**src/rtl/y86_bus_pkg.sv**
```systemverilog
// y86 memory bus package: shared state, master-id types and default widths
// for the blocks that sit on the y86 memory bus.
package y86_bus_pkg;

    // Default bus widths; blocks expose these as overridable parameters.
    localparam int DEF_AW = 32;
    localparam int DEF_DW = 32;

    // Arbiter transaction phases: wait for a request, drive the bus, answer.
    typedef enum logic [1:0] {
        IDLE   = 2'd0,
        ACCESS = 2'd1,
        RESP   = 2'd2
    } arb_state_t;

    // One bit is enough to name either bus master.
    typedef logic master_id_t;

    localparam master_id_t M_CPU = 1'b0;
    localparam master_id_t M_DMA = 1'b1;

    // The master that is not the given one (round-robin partner).
    function automatic master_id_t other_master(input master_id_t id);
        return ~id;
    endfunction

endpackage

```
**src/rtl/y86_rr_arb2.sv**
```systemverilog
// y86_rr_arb2: combinational 2-way request picker.
// A lone requester wins outright. On a tie the winner is M0 when fixed_prio
// is set, otherwise the master that was not granted last (round robin).
// Holds no state: the caller owns last_gnt and decides when a grant is taken.
module y86_rr_arb2
    import y86_bus_pkg::*;
(
    input  logic [1:0] req,
    input  logic       last_gnt,
    input  logic       fixed_prio,
    output logic       gnt_valid,
    output logic       gnt_id
);

    // Choose the winner from the current request pattern.
    always_comb begin
        // NOTE: every signal written here gets a value before any branch, so no path can leave it holding its old value and infer a latch.
        gnt_valid = |req;
        gnt_id    = M_CPU;
        case (req)
            2'b01:   gnt_id = M_CPU;
            2'b10:   gnt_id = M_DMA;
            2'b11:   gnt_id = fixed_prio ? M_CPU : other_master(last_gnt);
            default: gnt_id = M_CPU;
        endcase
    end

endmodule

```
**src/rtl/y86_mem_arbiter.sv**
```systemverilog
// y86_mem_arbiter: shares the single-ported y86 memory bus between M0 (CPU)
// and M1 (DMA/debug loader). Each access takes three cycles:
//   IDLE   - arbitrate and latch the winner's command at the edge,
//   ACCESS - drive address and one read or write strobe for one cycle,
//   RESP   - pulse the winner's ack; read data was captured entering RESP.
// Build option: define Y86_ARB_FIXED_PRIO_EN for fixed priority (M0 always
// wins a tie, M1 may starve); otherwise ties alternate round robin.
module y86_mem_arbiter
    import y86_bus_pkg::*;
#(
    parameter int AW = DEF_AW,
    parameter int DW = DEF_DW
)
(
    input  logic          clk,
    input  logic          rst,

    input  logic          m0_req,
    input  logic          m0_we,
    input  logic [AW-1:0] m0_addr,
    input  logic [DW-1:0] m0_wdata,
    output logic          m0_ack,
    output logic [DW-1:0] m0_rdata,

    input  logic          m1_req,
    input  logic          m1_we,
    input  logic [AW-1:0] m1_addr,
    input  logic [DW-1:0] m1_wdata,
    output logic          m1_ack,
    output logic [DW-1:0] m1_rdata,

    output logic [AW-1:0] mem_A,
    output logic          mem_RE,
    output logic          mem_WE,
    output logic [DW-1:0] mem_out,
    input  logic [DW-1:0] mem_in,

    output logic          busy,
    output logic          gnt_id
);

`ifdef Y86_ARB_FIXED_PRIO_EN
    localparam logic FIXED_PRIO = 1'b1;
`else
    localparam logic FIXED_PRIO = 1'b0;
`endif

    arb_state_t    state;
    arb_state_t    next_state;

    // Round-robin memory: who won the most recent grant.
    master_id_t    last_gnt;

    // Command of the access in flight, frozen at the grant edge.
    master_id_t    cmd_id;
    logic          cmd_we;
    logic [AW-1:0] cmd_addr;
    logic [DW-1:0] cmd_wdata;

    // Per-master read-data holding registers.
    logic [DW-1:0] m0_rdata_q;
    logic [DW-1:0] m1_rdata_q;

    logic          arb_valid;
    master_id_t    arb_id;
    logic          grant_take;

    y86_rr_arb2 u_arb (
        .req        ({m1_req, m0_req}),
        .last_gnt   (last_gnt),
        .fixed_prio (FIXED_PRIO),
        .gnt_valid  (arb_valid),
        .gnt_id     (arb_id)
    );

    // FSM state register; reset abandons any access in flight.
    always_ff @(posedge clk) begin
        // NOTE: clocked state uses non-blocking assignments so every register samples pre-edge values regardless of block evaluation order.
        if (rst) begin
            state <= IDLE;
        end else begin
            state <= next_state;
        end
    end

    // Next state plus bus strobes, acks and status derived from the phase.
    always_comb begin
        next_state = state;
        grant_take = 1'b0;
        mem_A      = '0;
        mem_RE     = 1'b0;
        mem_WE     = 1'b0;
        mem_out    = '0;
        m0_ack     = 1'b0;
        m1_ack     = 1'b0;
        busy       = 1'b0;
        gnt_id     = M_CPU;

        case (state)
            IDLE: begin
                if (arb_valid) begin
                    grant_take = 1'b1;
                    next_state = ACCESS;
                end
            end

            ACCESS: begin
                mem_A      = cmd_addr;
                mem_RE     = !cmd_we;
                mem_WE     = cmd_we;
                mem_out    = cmd_wdata;
                busy       = 1'b1;
                gnt_id     = cmd_id;
                next_state = RESP;
            end

            RESP: begin
                m0_ack     = (cmd_id == M_CPU);
                m1_ack     = (cmd_id == M_DMA);
                busy       = 1'b1;
                gnt_id     = cmd_id;
                next_state = IDLE;
            end

            default: begin
                next_state = IDLE;
            end
        endcase
    end

    // Remember the last winner; only a taken grant moves it.
    always_ff @(posedge clk) begin
        if (rst) begin
            last_gnt <= M_DMA;
        end else if (grant_take) begin
            last_gnt <= arb_id;
        end
    end

    // Freeze the winner's command so later master-side changes are ignored.
    always_ff @(posedge clk) begin
        // NOTE: the command register has no reset: it is only observed in ACCESS/RESP, and those are only reached through a grant that loads it.
        if (grant_take) begin
            cmd_id <= arb_id;
            if (arb_id == M_DMA) begin
                cmd_we    <= m1_we;
                cmd_addr  <= m1_addr;
                cmd_wdata <= m1_wdata;
            end else begin
                cmd_we    <= m0_we;
                cmd_addr  <= m0_addr;
                cmd_wdata <= m0_wdata;
            end
        end
    end

    // Capture read data into the owning master's register as ACCESS ends.
    always_ff @(posedge clk) begin
        if (rst) begin
            m0_rdata_q <= '0;
            m1_rdata_q <= '0;
        end else if (state == ACCESS && !cmd_we) begin
            if (cmd_id == M_DMA) begin
                m1_rdata_q <= mem_in;
            end else begin
                m0_rdata_q <= mem_in;
            end
        end
    end

    assign m0_rdata = m0_rdata_q;
    assign m1_rdata = m1_rdata_q;

    // Bus sanity: acks and strobes are each mutually exclusive.
    a_ack_excl: assert property (@(posedge clk) disable iff (rst)
        !(m0_ack && m1_ack));
    a_strobe_excl: assert property (@(posedge clk) disable iff (rst)
        !(mem_RE && mem_WE));

endmodule

```
**config.mk**
```make
export PLATFORM = sky130hd
export DESIGN_NAME = y86_mem_arbiter
export DESIGN_NICKNAME = d
export VERILOG_FILES = /design/src/rtl/y86_bus_pkg.sv /design/src/rtl/y86_rr_arb2.sv /design/src/rtl/y86_mem_arbiter.sv
export SDC_FILE = /design/constraint.sdc
export NUM_CORES = 1
export LEC_CHECK = 0
export CORE_MARGIN = 4
export CORE_UTILIZATION = 40
export DETAILED_ROUTE_END_ITERATION = 8
export GPL_ROUTABILITY_DRIVEN = 0
export GPL_TIMING_DRIVEN = 0
export PLACE_DENSITY = 0.79
export REMOVE_ABC_BUFFERS = 1
export SLEW_MARGIN = 20
export SYNTH_ARGS = -nofsm -noshare
export SYNTH_HDL_FRONTEND = slang
export SYNTH_SLANG_ARGS = --single-unit
```
**constraint.sdc**
```tcl
create_clock -name clk -period 3 [get_ports clk]
set_input_delay 0.6 -clock clk [delete_from_list [all_inputs] [get_ports clk]]
set_output_delay 0.6 -clock clk [all_outputs]
set_load 0.005 [all_outputs]
```
==> impl_results.md, run 1 <==
* Die X at 133 um
* Critical R2R Launch: state[1]
* Die footprint at 0.0177 mm^2
* Min-delay worst type: reg2reg
* CP max FO at 40
* Vias/cell at 4.66
* Layout cells sized above 1 at 0.143
* Total GRT Usage at 0.206
* Reg2reg path depth at 7
* Status: finished, final reports clean
* Core footprint at 0.0153 mm^2
* Max stage delay on crit path at 550 ps
* Fin. max-slew vios at 0
* IO Pins at 300
* Final setup fails at 0
* Simple-Gate Fraction of Synth Area at 0.173
* Xor/xnor share of the synthesized area at 0
* TritonCTS Sinks at 133
* Post-Synth Adder-Cell Area at 0.00800
* Post-synth top area cell: edfxtp_1
* Final period util at 0.922
* Hold Path Depth at 2
* PortBufs at 299
* Hpwl dp at 14100 um
* Ant diodes at 0
* Post-synthesis mux area share at 0.244
* Final Net Count at 948
* Detail Route Antenna Nets at 0
* Area added between synthesis and finish at 61.6%
* Remaining DRCs at 0
* Slew headroom at 0.568
* Leakage at 3.90 nW
* Latest clock arrival within the worst-skew pair at 410 ps
* Startpoint types: flop
* CP Launch Point: state[1]
* H-tree Lvls at 4
* Levels on crit path at 5
* Crit-path slowest cell: clkdlybuf4s50_1
* First-pass GRT wire length at 28200 um
* VDD IR max at 0.294 mV
* Routed via count at 4661
* Power Density at 505 mW/mm^2
* Largest family of logic cells by synthesized area: multiplexers
* Max-cap violations at 0
* Total CTS buffers at 17
* Worst setup path endpoint: mem_A[31]
* Register area share after synthesis at 0.531
* Mean post-synth cell area at 13.1 um^2
* Crit Path Category: reg2out
* Buf+Inv Stages, Crit Path at 3
* Critical path capture point type: primary output
* RSZ-0062 raised after global routing: no
* Distinct cells, synth at 23
* Min-delay src: m0_rdata[16]
* Slew @ Worst Pin at 645 ps
* Congestion Overflow GR at 0
* Post-synth top area share at 0.317
* Reg2Reg Setup Slack at 580 ps
* Synthesized flop and latch total at 133
* Final Hold Fails at 0
* Placed Cells at 970
* 1st-iter DRT viols at 178
* Fmax at 362 MHz
* Synth Area in Compound Gates at 0.00620
* Clk root buf: clkbuf_16
* Setup TNS at 0 ps
* Yosys warnings at 0
* Post-synth EDFFs at 66
* Vias in the first global route at 5039
* RR Endpoint: m0_rdata[5]
* Synth area leaders: edfxtp_1, dfxtp_1, mux2i_1, nand2b_1, mux2_4
* Largest net degree at the start of global routing at 67
* Critical path arrival at 2170 ps
* Synthesized area at 0.00626 mm^2
* Most frequent cells after synthesis: nand2b_1, and2_1, dfxtp_1, edfxtp_1, mux2i_1
* Post-synth top flop: dfxtp_1
* Initial core utilization at 0.410
* Clock buffer depth at 2
* Clock slew seen by the registers of the worst setup and hold paths at 60 ps
* Mapped Cells at 479
* Critical Path RT at 2400 ps
* Finished Layout Cells at 1001
* # rows at 45
* Most frequent cell after synthesis: nand2b_1
* CTS tree: yes
* Initial antenna violation count at 0
* WL/cell at 18.4 um
* DR pass1 iterations at 4
* Die H at 133 um
* CP top delay family: buffers and inverters
* Total power at 5.11 mW
* Minimum clock period after layout at 2770 ps
* Asr flop ratio synth at 0
* Worst-path cell chain: inv_1 -> ha_4 -> buf_16 -> and2_1 -> clkdlybuf4s50_1
* Final wirelength at 18400 um
* Clock Skew at 7.57 ps
* Setup Fix Bufs, Post-CTS at 0
[where the power goes]
group | internal [mW] | switching (mW)
clock | 1.21 | 0.747
combinational | 0.647 | 0.363
sequential | 2.10 | 0.0479
total | 3.95 | 1.16
[cells by family (layout without fill, tap and decap cells)]
logic type / Yosys count / after routing
fa+ha+maj: 4 / 4
mux: 130 / 130
compound gates: 4 / 4
flops: 133 / 133
simple gates: 173 / 173
buf+inv: 35 / 346
[metal layers]
| metal | global-route usage | vias up | part of all wire |
|---|---|---|---|
| li1 | - | 2236 | - |
| met1 | 0.220 | 2188 | 0.38 |
| met2 | 0.359 | 217 | 0.50 |
| met3 | 0.103 | 20 | 0.11 |
| met4 | 0.0640 | 0 | 0.017 |
| met5 | 0 | - | 0 |
[state kept, by name, indices dropped and copies added, names as in the netlist]
name,flops
cmd_addr,32
state,2
m0_rdata,32
cmd_id,1
cmd_we,1
m1_rdata,32
last_gnt,1
cmd_wdata,32
[worst min-delay path by stage]
stage	endpoint
2_1_floorplan	m0_rdata[0]
5_1_grt	m0_rdata[29]
3_3_place_gp	m0_rdata[13]
4_1_cts	m0_rdata[16]
6_report	m0_rdata[16]
3_5_place_dp	m0_rdata[29]
[final cells by class]
type | instances | area, um^2
Sequential cell | 133 | 3320
Clock inverter | 6 | 38.8
Multi-Input combinational cell | 311 | 2730
Clock buffer | 25 | 527
Tap cell | 211 | 264
Timing Repair Buffer | 313 | 3220
Fill cell | 1145 | 5140
Inverter | 2 | 7.51
[layout by cell type, fill, tap and decap left out]
master	synthesis	layout
nor2b_1	2	2
nand3b_1	1	1
o21a_4	0	1
nor3b_1	3	2
clkbuf_1	18	2
mux2_4	39	39
clkdlybuf4s50_1	0	298
nor3b_2	0	1
inv_4	0	3
buf_4	5	4
clkinv_2	0	1
and3_1	1	1
edfxtp_1	66	66
buf_2	5	1
and2_1	67	67
buf_12	4	1
inv_1	2	2
clkinvlp_4	0	2
nand2b_1	98	98
buf_8	1	1
buf_16	0	5
mux2_2	26	26
clkbuf_16	0	18
dfxtp_1	67	67
o21bai_1	1	1
clkbuf_8	0	5
a21oi_1	1	1
ha_1	4	3
a21boi_4	1	1
nor3_1	1	1
buf_6	0	3
mux2i_1	65	65
ha_4	0	1
[per-stage QoR]
| stage | setup slack, ps | hold WS, ps | area, um^2 | utilization |
|---|---|---|---|---|
| after floorplan | -2190 | 464 | 6030 | - |
| after global placement | -4260 | 458 | 9290 | 0.609 |
| after detailed placement | 176 | 460 | 9540 | 0.625 |
| after CTS | 175 | 473 | 10100 | 0.663 |
| after global routing | 104 | 493 | 10100 | 0.663 |
| final | 235 | 471 | 10100 | 0.663 |
[worst min-delay path, cell delays in order, from the launching register on]
cell,delay [ps]
dfxtp_1,310
nand2b_1,60
mux2i_1,50
[what timing repair did]
action | 4_1_cts | 5_1_grt
gates resized for setup | 1 | 0
endpoints found under the hold margin | 0 | 0
hold buffers | 0 | 0
setup endpoints to repair | 22 | 0
Power figures use the tool's default switching activity.
==> run 2: changes to the inputs <==
--- a/config.mk
+++ b/config.mk
@@ -10,7 +10,7 @@
 export DETAILED_ROUTE_END_ITERATION = 8
 export GPL_ROUTABILITY_DRIVEN = 0
 export GPL_TIMING_DRIVEN = 0
-export PLACE_DENSITY = 0.79
+export PLACE_DENSITY = 0.88
 export REMOVE_ABC_BUFFERS = 1
 export SLEW_MARGIN = 20
 export SYNTH_ARGS = -nofsm -noshare
==> constraint.sdc (replaced) <==
create_clock -name clk -period 3 [get_ports clk]
set_input_delay 0.6 -clock clk [delete_from_list [all_inputs] [get_ports clk]]
set_output_delay 0.6 -clock clk [all_outputs]
set_load 0.1 [all_outputs]
==> impl_results.md, run 2 (same netlist as run 1, synthesis figures left out) <==
* Critical path arrival at 2290 ps (was 2170 ps)
* Die H at 133 um (unchanged)
* CP Launch Point: state[0] (was state[1])
* CP max FO at 4 (was 40)
* WHS at 472 ps (was 471 ps)
* Die X at 133 um (unchanged)
* Clock Skew at 7.19 ps (was 7.57 ps)
* WL/cell at 18.0 um (was 18.4 um)
* IO Pins at 300 (unchanged)
* Setup slack at placement at 1.78 ps (was 176 ps)
* Critical R2R Launch: state[1] (unchanged)
* PortBufs at 299 (unchanged)
* Placed Cells at 970 (unchanged)
* Min-delay worst type: reg2reg (unchanged)
* Fin. max-slew vios at 0 (unchanged)
* Hpwl dp at 13600 um (was 14100 um)
* Multi-input gate area at 0.00272 mm^2 (was 0.00273 mm^2)
* Area added between synthesis and finish at 62.1% (was 61.6%)
* CTS tree: yes (unchanged)
* Core footprint at 0.0153 mm^2 (unchanged)
* RSZ-0062 raised after global routing: no (unchanged)
* Fmax at 346 MHz (was 362 MHz)
* Final setup fails at 0 (unchanged)
* Total GRT Usage at 0.201 (was 0.206)
* Max stage delay on crit path at 1130 ps (was 550 ps)
* DR pass1 iterations at 4 (unchanged)
* Filler instances at 1136 (was 1145)
* Clock slew seen by the registers of the worst setup and hold paths at 50 ps (was 60 ps)
* Cell area after layout at 0.0101 mm^2 (about the same)
* Largest net degree at the start of global routing at 101 (was 67)
* Setup Fix Bufs, Post-CTS at 0 (unchanged)
* Latest clock arrival within the worst-skew pair at 410 ps (about the same)
* Layout cells sized above 1 at 0.202 (was 0.143)
* Total CTS buffers at 17 (unchanged)
* Register area at 0.00332 mm^2 (unchanged)
* Crit Path Category: reg2out (unchanged)
* TritonCTS Sinks at 133 (unchanged)
* Status: finished, final reports clean (unchanged)
* Slew @ Worst Pin at 1020 ps (was 645 ps)
* Worst setup path endpoint: busy (was mem_A[31])
* Critical Path RT at 2400 ps (about the same)
* Initial antenna violation count at 0 (unchanged)
* H-tree Lvls at 4 (unchanged)
* Vias in the first global route at 4928 (was 5039)
* Area after DPL at 0.00953 mm^2 (was 0.00954 mm^2)
* Leakage at 3.97 nW (was 3.90 nW)
* First-pass GRT wire length at 27400 um (was 28200 um)
* Max-cap violations at 0 (unchanged)
* Startpoint types: flop (unchanged)
* Commonest non-fill, non-tap cell in the layout: clkdlybuf4s50_1 (unchanged)
* Crit-path slowest cell: clkdlybuf4s50_1 (unchanged)
* Final period util at 0.962 (was 0.922)
* Remaining DRCs at 0 (unchanged)
* Minimum clock period after layout at 2890 ps (was 2770 ps)
* RR Endpoint: m0_rdata[8] (was m0_rdata[5])
* Worst-path cell chain: inv_1 -> ha_1 -> clkdlybuf4s50_1 (was inv_1 -> ha_4 -> buf_16 -> and2_1 -> clkdlybuf4s50_1)
* Initial core utilization at 0.410 (unchanged)
* Slew headroom at 0.316 (was 0.568)
* Finished Layout Cells at 1002 (was 1001)
* Vias/cell at 4.63 (was 4.66)
* Final wirelength at 18000 um (was 18400 um)
* Clock buffer depth at 2 (unchanged)
* 1st-iter DRT viols at 152 (was 178)
* Power Density at 592 mW/mm^2 (was 505 mW/mm^2)
* Routed via count at 4643 (was 4661)
* Congestion Overflow GR at 0 (unchanged)
* Critical path capture point type: primary output (unchanged)
* Clk root buf: clkbuf_16 (unchanged)
* Setup slack after layout at 113 ps (was 235 ps)
* # rows at 45 (unchanged)
* Most frequent cells in the layout: clkdlybuf4s50_1, nand2b_1, and2_1, dfxtp_1, edfxtp_1 (unchanged)
* Die footprint at 0.0177 mm^2 (unchanged)
* Reg2reg path depth at 8 (was 7)
* Ant diodes at 0 (unchanged)
* Reg2Reg Setup Slack at 890 ps (was 580 ps)
* Final Hold Fails at 0 (unchanged)
* Detail Route Antenna Nets at 0 (unchanged)
* VDD IR max at 0.361 mV (was 0.294 mV)
* Final Net Count at 948 (unchanged)
==> run 2: changes by cell type in the layout (fill, tap and decap cells not counted), sizes merged <==
cell	before	now
clkdlybuf4s50	298	231
clkdlybuf4s15	0	52
dlygate4sd2	0	15
clkinv	1	5
bufinv	0	3
clkbuf	25	22
inv	5	2
==> run 2: layout make-up <==
| class | count | share of cell area |
|---|---|---|
| clock buffers | 22 | 0.0438 |
| clock inverters | 10 | 0.0129 |
| inverters | 2 | 0.000740 |
| multi-input cells | 311 | 0.268 |
| flip-flops and latches | 133 | 0.327 |
| well taps | 211 | 0.0260 |
| repair buffers | 313 | 0.321 |
==> run 2: per-stage QoR <==
step           setup TNS (ps)  total power, mW  utilization
6_report                    0             6.01        0.665
3_5_place_dp                0             4.04        0.624
3_3_place_gp          -361550             4.00        0.609
4_1_cts                     0             6.07        0.665
5_1_grt                     0             6.21        0.665
2_1_floorplan          -70630             3.43            -
==> run 2: worst max-delay path, delay by kind of cell, from the launching register on <==
| kind | cells | cell delay, ps |
|---|---|---|
| adder cells (fa/ha/maj) | 1 | 300 |
| buffers and inverters | 2 | 1210 |
| flip-flops | 1 | 370 |
==> run 2: worst min path at each step <==
stage / start / to / cells past startpoint
2_1_floorplan: state[1] / state[1] / 2
3_3_place_gp: m0_rdata[27] / m0_rdata[27] / 2
3_5_place_dp: m0_rdata[7] / m0_rdata[7] / 2
4_1_cts: m0_rdata[10] / m0_rdata[10] / 2
5_1_grt: m1_rdata[18] / m1_rdata[18] / 2
6_report: m0_rdata[18] / m0_rdata[18] / 2
==> run 2: power breakdown <==
part | internal (mW) | total [mW] | switching [mW]
Clock | 1.30 | 2.04 | 0.742
Sequential | 2.10 | 2.14 | 0.0462
Combinational | 0.608 | 1.82 | 1.21
==> run 2: routing by layer <==
metal,track usage,part of all wire,vias to the layer above
met3,0.105,0.12,30
met2,0.338,0.47,214
met5,0,0,-
met1,0.215,0.39,2171
met4,0.0777,0.024,0
li1,-,-,2228
==> run 2: what timing repair did <==
| item | in CTS | in global routing |
|---|---|---|
| endpoints found under the setup margin | 67 | 1 |
| gates resized for setup | 169 | 1 |
| hold buffers | 0 | 0 |
==> run 3: changes to the inputs <==
--- a/config.mk
+++ b/config.mk
@@ -5,6 +5,7 @@
 export SDC_FILE = /design/constraint.sdc
 export NUM_CORES = 1
 export LEC_CHECK = 0
+export ABC_AREA = 1
 export CORE_MARGIN = 4
 export CORE_UTILIZATION = 40
 export DETAILED_ROUTE_END_ITERATION = 8
==> impl_results.md, run 3 <==
* Final Hold Fails at 0 (unchanged)
* CTS Hold Buffers Added at 0 (unchanged)
* CTS tree: yes (unchanged)
* Clock Skew at 6.16 ps (was 7.19 ps)
* Most frequent cell after synthesis: nand2_1 (was nand2b_1)
* Clk root buf: clkbuf_16 (unchanged)
* Mapped Cells at 853 (was 479)
* WHS at 487 ps (was 472 ps)
* Asr flop ratio synth at 0 (unchanged)
* DR pass1 iterations at 4 (unchanged)
* Reg2reg path depth at 5 (was 8)
* Critical path capture point type: primary output (unchanged)
* Fmax at 359 MHz (was 346 MHz)
* Vias in the first global route at 5590 (was 4928)
* Die footprint at 0.0176 mm^2 (was 0.0177 mm^2)
* Post-synth top area cell: edfxtp_1 (unchanged)
* Total CTS buffers at 17 (unchanged)
* Hold Path Depth at 2 (unchanged)
* Most frequent cells after synthesis: nand2_1, inv_1, nor2_1, dfxtp_1, edfxtp_1 (was nand2b_1, and2_1, dfxtp_1, edfxtp_1, mux2i_1)
* CP Launch Point: state[0] (unchanged)
* Clock buffer depth at 2 (unchanged)
* Minimum clock period after layout at 2790 ps (was 2890 ps)
* Crit Path Category: reg2out (unchanged)
* Initial antenna violation count at 0 (unchanged)
* Final wirelength at 18500 um (was 18000 um)
* RSZ-0062 raised after global routing: no (unchanged)
* Yosys warnings at 0 (unchanged)
* Multi-input gate area at 0.00211 mm^2 (was 0.00272 mm^2)
* Area added between synthesis and finish at 56.5% (was 62.1%)
* Placed Cells at 1302 (was 970)
* Crit-path slowest cell: dlygate4sd2_1 (was clkdlybuf4s50_1)
* Worst-path cell chain: inv_1 -> ha_1 -> nand2_1 -> inv_1 -> dlygate4sd2_1 (was inv_1 -> ha_1 -> clkdlybuf4s50_1)
* Critical R2R Launch: last_gnt (was state[1])
* Routed via count at 5804 (was 4643)
* Fin. max-slew vios at 0 (unchanged)
* Cell area after layout at 0.00974 mm^2 (was 0.0101 mm^2)
* Post-synth top area share at 0.319 (was 0.317)
* Congestion Overflow GR at 0 (unchanged)
* Grt met3 use at 0.0559 (was 0.105)
* Latest clock arrival within the worst-skew pair at 410 ps (about the same)
* Hpwl dp at 13300 um (was 13600 um)
* Area after DPL at 0.00927 mm^2 (was 0.00953 mm^2)
* Die H at 133 um (about the same)
* H-tree Lvls at 4 (unchanged)
* Synthesized area at 0.00622 mm^2 (was 0.00626 mm^2)
* Layout cells sized above 1 at 0.0891 (was 0.202)
* 1st-iter DRT viols at 273 (was 152)
* Distinct cells, synth at 16 (was 23)
* Clock slew seen by the registers of the worst setup and hold paths at 50 ps (about the same)
* Met2 Use GR at 0.368 (was 0.338)
* Final Net Count at 1303 (was 948)
* Commonest non-fill, non-tap cell in the layout: nand2_1 (was clkdlybuf4s50_1)
* # resized after CTS at 160 (was 169)
* Die X at 133 um (about the same)
* PortBufs at 299 (unchanged)
* CP max FO at 3 (was 4)
* VDD IR max at 0.372 mV (was 0.361 mV)
* # rows at 45 (unchanged)
* Max-cap violations at 0 (unchanged)
* Initial core utilization at 0.409 (was 0.410)
* Reg2Reg Setup Slack at 900 ps (was 890 ps)
* Register area share after synthesis at 0.534 (was 0.531)
* Ant diodes at 0 (unchanged)
* Min-delay worst type: reg2reg (unchanged)
* Slew headroom at 0.289 (was 0.316)
* Detail Route Antenna Nets at 0 (unchanged)
* Vias/cell at 4.35 (was 4.63)
* Startpoint types: flop (unchanged)
* Most frequent cells in the layout: nand2_1, clkdlybuf4s50_1, inv_1, nor2_1, dfxtp_1 (was clkdlybuf4s50_1, nand2b_1, and2_1, dfxtp_1, edfxtp_1)
* Final setup fails at 0 (unchanged)
* Busiest grt layer: met2 (unchanged)
* Post-synth EDFFs at 66 (unchanged)
* Grt met1 use at 0.224 (was 0.215)
* Filler instances at 1275 (was 1136)
* Status: finished, final reports clean (unchanged)
* Synthesized flop and latch total at 133 (unchanged)
* Setup TNS at 0 ps (unchanged)
* Finished Layout Cells at 1333 (was 1002)
* Synth area leaders: edfxtp_1, nand2_1, dfxtp_1, inv_1, nor2_1 (was edfxtp_1, dfxtp_1, mux2i_1, nand2b_1, mux2_4)
* WL/cell at 13.8 um (was 18.0 um)
* Min-delay src: last_gnt (was m0_rdata[18])
* Register area at 0.00332 mm^2 (unchanged)
* Total power at 6.23 mW (was 6.01 mW)
* Largest net degree at the start of global routing at 68 (was 101)
* Post-synth top flop: dfxtp_1 (unchanged)
* CP most frequent cell: inv_1
* Critical Path RT at 2400 ps (about the same)
* Mean post-synth cell area at 7.29 um^2 (was 13.1 um^2)
* TritonCTS Sinks at 133 (unchanged)
* Final period util at 0.929 (was 0.962)
* First-pass GRT wire length at 28100 um (was 27400 um)
* Power Density at 640 mW/mm^2 (was 592 mW/mm^2)
* Total GRT Usage at 0.202 (was 0.201)
* Core footprint at 0.0152 mm^2 (was 0.0153 mm^2)
* IO Pins at 300 (unchanged)
* Slew @ Worst Pin at 1070 ps (was 1020 ps)
* Remaining DRCs at 0 (unchanged)
* Critical path arrival at 2190 ps (was 2290 ps)
* Max stage delay on crit path at 840 ps (was 1130 ps)
* Setup Fix Bufs, Post-CTS at 0 (unchanged)
* Leakage at 5.07 nW (was 3.97 nW)
[run 3: cell types whose count changed after synthesis, sizes merged, moves of 2 or more]
cell,delta
nand2,+396
inv,+138
nor2,+132
nand2b,-98
and2,-67
mux2,-65
mux2i,-65
buf,+21
clkbuf,-13
nand3,+4
nor3b,-3
nor2b,-2
[run 3: cells by family after synthesis]
kind of cell             share of synthesized area
AND/OR/NAND/NOR                              0.326
buffers and inverters                        0.130
AO/OA/AOI/OAI                              0.00241
flip-flops                                   0.534
adder cells (fa/ha/maj)                    0.00804
[run 3: critical path, delay by kind of cell, from the launching register on]
kind | cells | cell delay [ps]
buffers and inverters | 3 | 1010
DFF | 1 | 410
adders and majority gates | 1 | 310
and+or+nand+nor | 1 | 60
[run 3: power by group]
| group | leakage, nW | internal [mW] | switching [mW] | total, mW |
|---|---|---|---|---|
| Sequential | 1.20 | 2.14 | 0.0681 | 2.21 |
| Combinational | 3.59 | 0.532 | 1.55 | 2.09 |
| Clock | 0.279 | 1.18 | 0.751 | 1.93 |
[run 3: metal layers]
metal  vias to the layer above  share of wire
met5                         -              0
met4                         0          0.026
met3                        33          0.055
met2                       170           0.53
met1                      2570           0.39
li1                       3031              -
[run 3: worst paths after layout]
| check | to |
|---|---|
| worst max-delay path | gnt_id |
| worst min-delay path | last_gnt |
| worst max register to register | cmd_wdata[23] |
| worst min register to register | last_gnt |
[run 3: final cells by class]
cell class | count | area share
Clock buffer | 21 | 0.0478
Clock inverter | 10 | 0.00822
Inverter | 140 | 0.0545
Multi-Input combinational cell | 539 | 0.217
Sequential cell | 133 | 0.341
Tap cell | 188 | 0.0242
Timing Repair Buffer | 302 | 0.307
[run 3: through the flow]
stage | util | worst slack, ps
final | 0.641 | 213
after global routing | 0.641 | 106
after CTS | 0.648 | 0.0790
after detailed placement | 0.610 | 64.0
after global placement | 0.603 | -1780
after floorplan | - | -694
